### src/rtl/poc_fetch_unit.sv
// poc_fetch_unit
// Fetch engine that owns PC, IAR (imem_addr) and IDR (instr). It walks the
// instruction RAM one or two words at a time and hands each assembled
// instruction to decode over a valid/ready handshake. A branch redirect
// re-targets the PC from any state and drops whatever is in flight.

module poc_fetch_unit #(
    parameter int W        = 9,   // instruction word width
    parameter int AW       = 9,   // instruction address width
    parameter int MEM_LAT  = 1,   // IRAM read latency, 1..7 (1 = combinational)
    parameter int RESET_PC = 0,   // PC after reset
    parameter int LONG_EN  = 1    // 1: word0 MSB marks a two-word instruction
) (
    input  logic            clk,
    input  logic            rst,
    input  logic            en,
    input  logic            redirect,
    input  logic [AW-1:0]   redirect_pc,
    output logic [AW-1:0]   imem_addr,
    input  logic [W-1:0]    imem_rdata,
    output logic [2*W-1:0]  instr,
    output logic            instr_len,
    output logic [AW-1:0]   instr_pc,
    output logic            instr_valid,
    input  logic            instr_ready,
    output logic [AW-1:0]   pc_out,
    output logic            busy
);

    // Sequencer states. WAIT1 collects word0, WAIT2 collects word1 of a
    // long instruction; VALID holds the assembled instruction for decode.
    typedef enum logic [2:0] {
        S_IDLE  = 3'd0,
        S_ADDR  = 3'd1,
        S_WAIT1 = 3'd2,
        S_WAIT2 = 3'd3,
        S_VALID = 3'd4
    } state_t;

    localparam logic [2:0]    LAT    = 3'(MEM_LAT);
    localparam logic [AW-1:0] RST_PC = AW'(RESET_PC);
    localparam logic [AW-1:0] ONE    = AW'(1);

    state_t           r_state;
    logic [AW-1:0]    r_pc;
    logic [AW-1:0]    r_iar;
    logic [2:0]       r_cnt;
    logic [W-1:0]     r_word0;
    logic [2*W-1:0]   r_instr;
    logic             r_len;
    logic [AW-1:0]    r_instr_pc;
    logic             r_valid;
    logic             r_busy;

    // The read data is sampled on the MEM_LAT-th edge after the IAR moved;
    // the counter is loaded with MEM_LAT and the sample happens when it
    // reads one, so MEM_LAT=1 samples on the very next edge.
    logic             w_sample;
    logic             w_long;

    assign w_sample = (r_cnt == 3'd1);
    assign w_long   = (LONG_EN != 0) && imem_rdata[W-1];

    // FETCH sequencer: owns every architectural register of the unit.
    // NOTE: all state here is assigned with <= so every register samples the
    // pre-edge value of its neighbours; a blocking = would let e.g. r_pc+1
    // leak into r_iar within the same edge.
    always_ff @(posedge clk) begin
        if (rst) begin
            r_state    <= S_IDLE;
            r_pc       <= RST_PC;
            r_iar      <= '0;
            r_cnt      <= '0;
            r_word0    <= '0;
            r_instr    <= '0;
            r_len      <= 1'b0;
            r_instr_pc <= '0;
            r_valid    <= 1'b0;
            r_busy     <= 1'b0;
        end else if (redirect) begin
            // Redirect beats everything but reset. A transfer that happens on
            // this same edge has already been taken by decode, so dropping
            // valid here loses nothing.
            r_pc    <= redirect_pc;
            r_valid <= 1'b0;
            r_cnt   <= '0;
            if (en) begin
                r_state <= S_ADDR;
                r_busy  <= 1'b1;
            end else begin
                r_state <= S_IDLE;
                r_busy  <= 1'b0;
            end
        end else begin
            unique case (r_state)
                S_IDLE: begin
                    if (en) begin
                        r_state <= S_ADDR;
                        r_busy  <= 1'b1;
                    end
                end

                S_ADDR: begin
                    r_iar      <= r_pc;
                    r_instr_pc <= r_pc;
                    r_pc       <= r_pc + ONE;
                    r_cnt      <= LAT;
                    r_state    <= S_WAIT1;
                end

                S_WAIT1: begin
                    if (w_sample) begin
                        if (w_long) begin
                            // Two-word instruction: keep word0 and go for
                            // the next address, wrapping naturally at 2^AW.
                            r_word0 <= imem_rdata;
                            r_iar   <= r_iar + ONE;
                            r_pc    <= r_pc + ONE;
                            r_cnt   <= LAT;
                            r_state <= S_WAIT2;
                        end else begin
                            r_instr <= {{W{1'b0}}, imem_rdata};
                            r_len   <= 1'b0;
                            r_valid <= 1'b1;
                            r_state <= S_VALID;
                        end
                    end else begin
                        r_cnt <= r_cnt - 3'd1;
                    end
                end

                S_WAIT2: begin
                    if (w_sample) begin
                        r_instr <= {r_word0, imem_rdata};
                        r_len   <= 1'b1;
                        r_valid <= 1'b1;
                        r_state <= S_VALID;
                    end else begin
                        r_cnt <= r_cnt - 3'd1;
                    end
                end

                S_VALID: begin
                    // Outputs stay frozen until decode takes the instruction.
                    // en only decides whether another fetch follows.
                    if (instr_ready) begin
                        r_valid <= 1'b0;
                        if (en) begin
                            r_state <= S_ADDR;
                            r_busy  <= 1'b1;
                        end else begin
                            r_state <= S_IDLE;
                            r_busy  <= 1'b0;
                        end
                    end
                end

                default: begin
                    r_state <= S_IDLE;
                    r_valid <= 1'b0;
                    r_busy  <= 1'b0;
                end
            endcase
        end
    end

    assign imem_addr   = r_iar;
    assign instr       = r_instr;
    assign instr_len   = r_len;
    assign instr_pc    = r_instr_pc;
    assign instr_valid = r_valid;
    assign pc_out      = r_pc;
    assign busy        = r_busy;

    // A stalled instruction must not change or vanish unless a redirect
    // or reset intervenes.
    a_hold_stable: assert property (
        @(posedge clk) disable iff (rst || redirect)
        (instr_valid && !instr_ready) |=>
            (instr_valid && $stable(instr) && $stable(instr_pc) && $stable(instr_len))
    );

endmodule

### config.mk
export PLATFORM = sky130hd
export DESIGN_NAME = poc_fetch_unit
export DESIGN_NICKNAME = d
export VERILOG_FILES = /design/src/rtl/poc_fetch_unit.sv
export SDC_FILE = /design/constraint.sdc
export NUM_CORES = 1
export LEC_CHECK = 0
export ABC_AREA = 1
export CORE_ASPECT_RATIO = 1.1
export CORE_UTILIZATION = 50
export CTS_CLUSTER_SIZE = 12
export DETAILED_ROUTE_END_ITERATION = 10
export GPL_TIMING_DRIVEN = 0
export PLACE_DENSITY = 0.8
export SYNTH_ARGS = -nofsm -noshare
export SYNTH_HDL_FRONTEND = slang
export SYNTH_SLANG_ARGS = --single-unit
export TNS_END_PERCENT = 50
### constraint.sdc
create_clock -name clk -period 1.7 [get_ports clk]
set_input_delay 0.17 -clock clk [delete_from_list [all_inputs] [get_ports clk]]
set_output_delay 0.17 -clock clk [all_outputs]
set_load 0.05 [all_outputs]
* Word-level counts from Yosys, hierarchy flattened
Cells that the tools add are included.
** Operators by class
- Add/sub/neg operators :: 3
- $mul :: 0
- Divide/modulo/power cells :: 0
- $lt $le $gt $ge :: 0
- Eq/ne operators :: 18
- Shifts and indexed selects :: 0
- Muxes and demuxes :: 36
- Bitwise logic cells :: 2
- Reduce and logical (&&, ||, !) cells :: 17
** Operator list (count)
- $mux W18 :: 3
- $mux W9 :: 5
- $pmux W18 S2 :: 1
- $pmux W9 S2 :: 2
- $mux W3 :: 9
- $add A9 B1 Y9 const B :: 2
- $ne A3 B3 Y1 const B :: 6
- $pmux W3 S5 :: 1
- $ne A2 B2 Y1 const B :: 6
- $reduce_and A4 Y1 :: 3
- $mux W1 :: 11
- $reduce_and A5 Y1 :: 2
- $pmux W3 S3 :: 1
- $reduce_and A3 Y1 :: 3
- $eq A3 B1 Y1 const B :: 2
- $eq A3 B2 Y1 const B :: 2
- $reduce_bool A3 Y1 :: 2
- $pmux W1 S4 :: 1
- $reduce_bool A2 Y1 :: 2
- $reduce_or A2 Y1 :: 2
- $eq A3 B3 Y1 const B :: 1
- $logic_not A3 Y1 :: 1
- $pmux W1 S3 :: 1
- $reduce_or A3 Y1 :: 1
- other kinds (5) :: 6
** Storage, ports and cells
- Bits in registers :: 63
- Bits in latches :: 0
- Memory bits (writable) :: 0
- ROM bits :: 0
- Memories kept :: 0

* Logic depth before layout (Yosys ltp)
Gate-level depths: netlist (run 1).
- Word-level depth :: 5
- Depth in mapped cells :: 11

* Worst setup path before layout (run 1)
Ideal clock, no wire load.
- Kind :: register -> register
- Start :: reg r_pc[0], in the netlist pc_out[0]
- End :: reg r_pc[8], in the netlist pc_out[8]
- Library setup time :: 0.134 ns
- Arrival time :: 1.498 ns
- Required time :: 1.566 ns
- Path slack :: 0.068 ns
- Cell stages (with the launch flop) :: 9
- Clock period less this slack :: 1.632 ns
- Path through :: dfxtp_1 > ha_1 > nand2_1 > nor2_1 > nand2_1 > nand2_1 > nand3_1 > nand3_1 > a21oi_1
** Between the ends
- Longest elaborated chain between the ends :: 5
** RTL lines
- start: declaration :: RTL line 45 : logic [AW-1:0] r_pc;
- start signal: assignment :: RTL line 84 : r_pc <= redirect_pc;
- start signal: assignment :: RTL line 106 : r_pc <= r_pc + ONE;
- start signal: assignment :: RTL line 118 : r_pc <= r_pc + ONE;
- $add A9 B1 Y9 * :: RTL line 106, 118
- $mux W9 :: RTL line 113 : if (w_long) begin
- $mux W9 :: RTL line 112 : if (w_sample) begin
- $pmux W9 S2 * :: RTL line 95 : unique case (r_state)
- $mux W9 * :: RTL line 80 : end else if (redirect) begin
Mark *: on every way between the ends. The rest lies on a longest branch, timed or not. The select of a mux whose other input is x is not followed.
A chain may end at the register's enable or synchronous reset.

* Worst setup path after layout (run 1)
- Start :: reg r_instr[8], in the netlist instr[8]
- End :: out instr[8]
** RTL lines
- start: declaration :: RTL line 49 : logic [2*W-1:0] r_instr;
- start signal: assignment :: RTL line 122 : r_instr <= {{W{1'b0}}, imem_rdata};
- start signal: assignment :: RTL line 134 : r_instr <= {r_word0, imem_rdata};
- end: declaration :: RTL line 21 : output logic [2*W-1:0] instr,
No word-level cell between the ends.

==> results of run 1 <==
path summary, 6_finish.rpt:
check                   startpoint                   endpoint  slack [ns]  cells after the start
max          instr[8]$_SDFFE_PP0P_                   instr[8]        0.03                      1
min                            rst     instr[12]$_SDFFE_PP0P_        0.21                      2
min reg2reg  instr[5]$_SDFFE_PP0P_      instr[5]$_SDFFE_PP0P_        0.45                      2
max reg2reg  r_cnt[1]$_SDFFE_PP0P_  imem_addr[3]$_SDFFE_PP0P_        0.13                     10
kinds of logic after synthesis:
logic type,Yosys count
AO/OA/AOI/OAI,91
buffers and inverters,60
XOR/XNOR,2
flip-flops,63
adder cells (fa/ha/maj),4
multiplexers,1
AND/OR/NAND/NOR,221
layout make-up:
class,count,area [um^2]
plain buffers,18,115
repair buffers,71,714
inverters,42,164
clock buffers,10,138
flip-flops and latches,63,1260
multi-input cells,319,1550
well taps,77,96.3
fillers,495,1710
clock inverters,6,93.8
registers in the layout, indices dropped and copies added (netlist names), 3 cells and up:
register and flops:
r_cnt 3, instr 18, instr_pc 9, imem_addr 9, r_word0 9, r_state 3, pc_out 9
synth_stat cells (2+ instances only):
| cell | instances |
|---|---|
| inv_2 | 4 |
| dfxtp_1 | 63 |
| nand4_1 | 2 |
| a21oi_2 | 5 |
| clkinv_1 | 2 |
| buf_6 | 5 |
| nand3_2 | 5 |
| nor3_1 | 2 |
| buf_2 | 2 |
| nand2_1 | 120 |
| clkbuf_1 | 10 |
| nand3b_1 | 2 |
| ha_1 | 4 |
| or2_2 | 3 |
| nand3_1 | 34 |
| inv_1 | 35 |
| nand2_2 | 4 |
| nor2_1 | 44 |
| a21oi_1 | 47 |
| nor2_2 | 3 |
| o21ai_0 | 38 |
where the power goes:
group | internal (W) | switching, W
sequential | 0.00154 | 0.0000783
clock | 0.000872 | 0.000620
combinational | 0.000263 | 0.000540
total | 0.00268 | 0.00124
cell usage in the layout (no fill, tap or decap), types with 2 or more instances in the layout:
cell	count
a21oi_1	47
a21oi_2	5
buf_2	2
buf_4	3
buf_6	6
bufinv_16	2
clkbuf_1	10
clkbuf_8	10
clkdlybuf4s50_1	38
clkinv_4	3
clkinvlp_4	2
dfxtp_1	63
dlygate4sd2_1	17
dlymetal6s2s_1	13
ha_1	4
inv_1	34
inv_2	6
nand2_1	120
nand2_2	2
nand2_4	2
nand3_1	33
nand3_2	5
nand3_4	2
nand3b_1	2
nand4_1	2
nor2_1	44
nor2_4	3
nor3_1	2
o21ai_0	38
or2_2	3
per-stage QoR:
step	hold WS, ns	area, um^2	worst slack [ns]	TNS (ns)
floorplan	0.313	3050	0.0678	0
global placement	0.437	3830	-0.0389	-0.321
detailed placement	0.440	3830	-0.0328	-0.227
CTS	0.204	4040	0.00610	0
global route	0.233	4130	0.00357	0
finish	0.214	4130	0.0267	0
routing by layer:
layer | GRT usage | wire, um
met1 | 0.309 | 3370
met2 | 0.471 | 3980
met3 | 0.0743 | 583
met4 | 0.110 | 107
met5 | 0 | 0
what timing repair did:
action                                  4_1_cts  5_1_grt
buffers inserted                              0        3
resized for setup                            18       22
pin swaps                                     0        2
endpoints found under the setup margin       19       43
==> reports/qor.yml, run 1 <==
status: "completed"
dr.first_iter.drc_count: 184
path_cells: "clkdlybuf4s50_1"
synth_fa_ha_area_frac: 0.0164
ir_drop_v: 0.000704
grt_pass1_vias: 3095
clk-insertion-delay-late_ns: 0.34
syn_inst: 442
grt_setup_unrepaired: "false"
yosys_warnings: 0
drt_first_pass_iters: 5
power_density_nw_per_um2: 948
cts_root_buf: "clkbuf_8"
diodes: 0
syn_to_final_growth_pct: 35.5
clockBufferDepth: 2
total_power_w: 0.00392
tritoncts: "yes"
ys_seq_elements: 63
crit_type: "reg -> out"
drc_errors: 0
synth_top_area_share: 0.414
drv_slew: 0
synth_compound_area_frac: 0.156
cp.arrival_ns: 1.50
hp-class: "in -> reg"
synth_enable_flop_cells: 0
synth_area_leaders: "dfxtp_1, nand2_1, a21oi_1, o21ai_0, nand3_1"
synth.distinct_cells: 29
synthXorXnorAreaFrac: 0.00574
endpoint_kind: "primary output"
holdBufCountCts: 0
drt-total-wl_um: 8040
gp_congestion: 0.857
portBuffers: 68
postRouteAntennaNets: 0
initial_core_util: 0.522
hold_viol: 0
die_x_um: 76.5
synth_top_family_by_area: "simple AND/OR/NAND/NOR gates"
critPathMaxStageDelay_ns: 0.81
dp_cells: 587
yosys.area_share.simple: 0.316
grt_usage: 0.270
critPathRequiredTime_ns: 1.53
ys.flop_type: "dfxtp_1"
drv_cap: 0
crit_buf_inv: 1
start_kind: "register"
ys_seq_area_frac: 0.414
synth_area_leader_cell: "dfxtp_1"
grt.overflow.total: 0
max_clock_freq_mhz: 598
wl_per_cell_um: 13.3
h-tree-depth: 3
tightest_slew_ns: 0.615
layout.cells.non_filler: 606
pin_count: 71
drive_gt1_frac: 0.110
grt_max_degree: 13
cts_buffers: 9
syn_avg_cell_area_um2: 6.90
finClkSkew_ns: 0.00354
nets: 551
p_leak_nw: 1.84
cp_slowest_cell: "clkdlybuf4s50_1"
crit_path_max_fanout: 2
hpwl_um: 5840
dieHeight_um: 83.9
final.period_utilization: 0.984
core_um2: 5840
dieArea_um2: 6410
viasPerCell: 5.26
finish.utilization: 0.707
finalSetupViolCount: 0
synth_fp_nets: 469
async_flop_share: 0
antenna_found_initial: 0
crit_family: "buffers and inverters"
max_slew_margin: 0.590
rows: 29
grt_pass1_wl_um: 13800
syn_area_um2: 3050
vias: 3190
yosys-mux-area-fraction: 0.00328
clkTransAtPathRegs_ns: 0.07
period_minus_slack_ns: 1.67
clock_sinks: 63
Note: power is estimated with default switching activity, not from simulation.
==> run 2: changes to the inputs <==
- CTS_CLUSTER_DIAMETER: unset -> 30
==> results of run 2 <==
The final DEF is identical to that of run 1; final timing and power are the same.
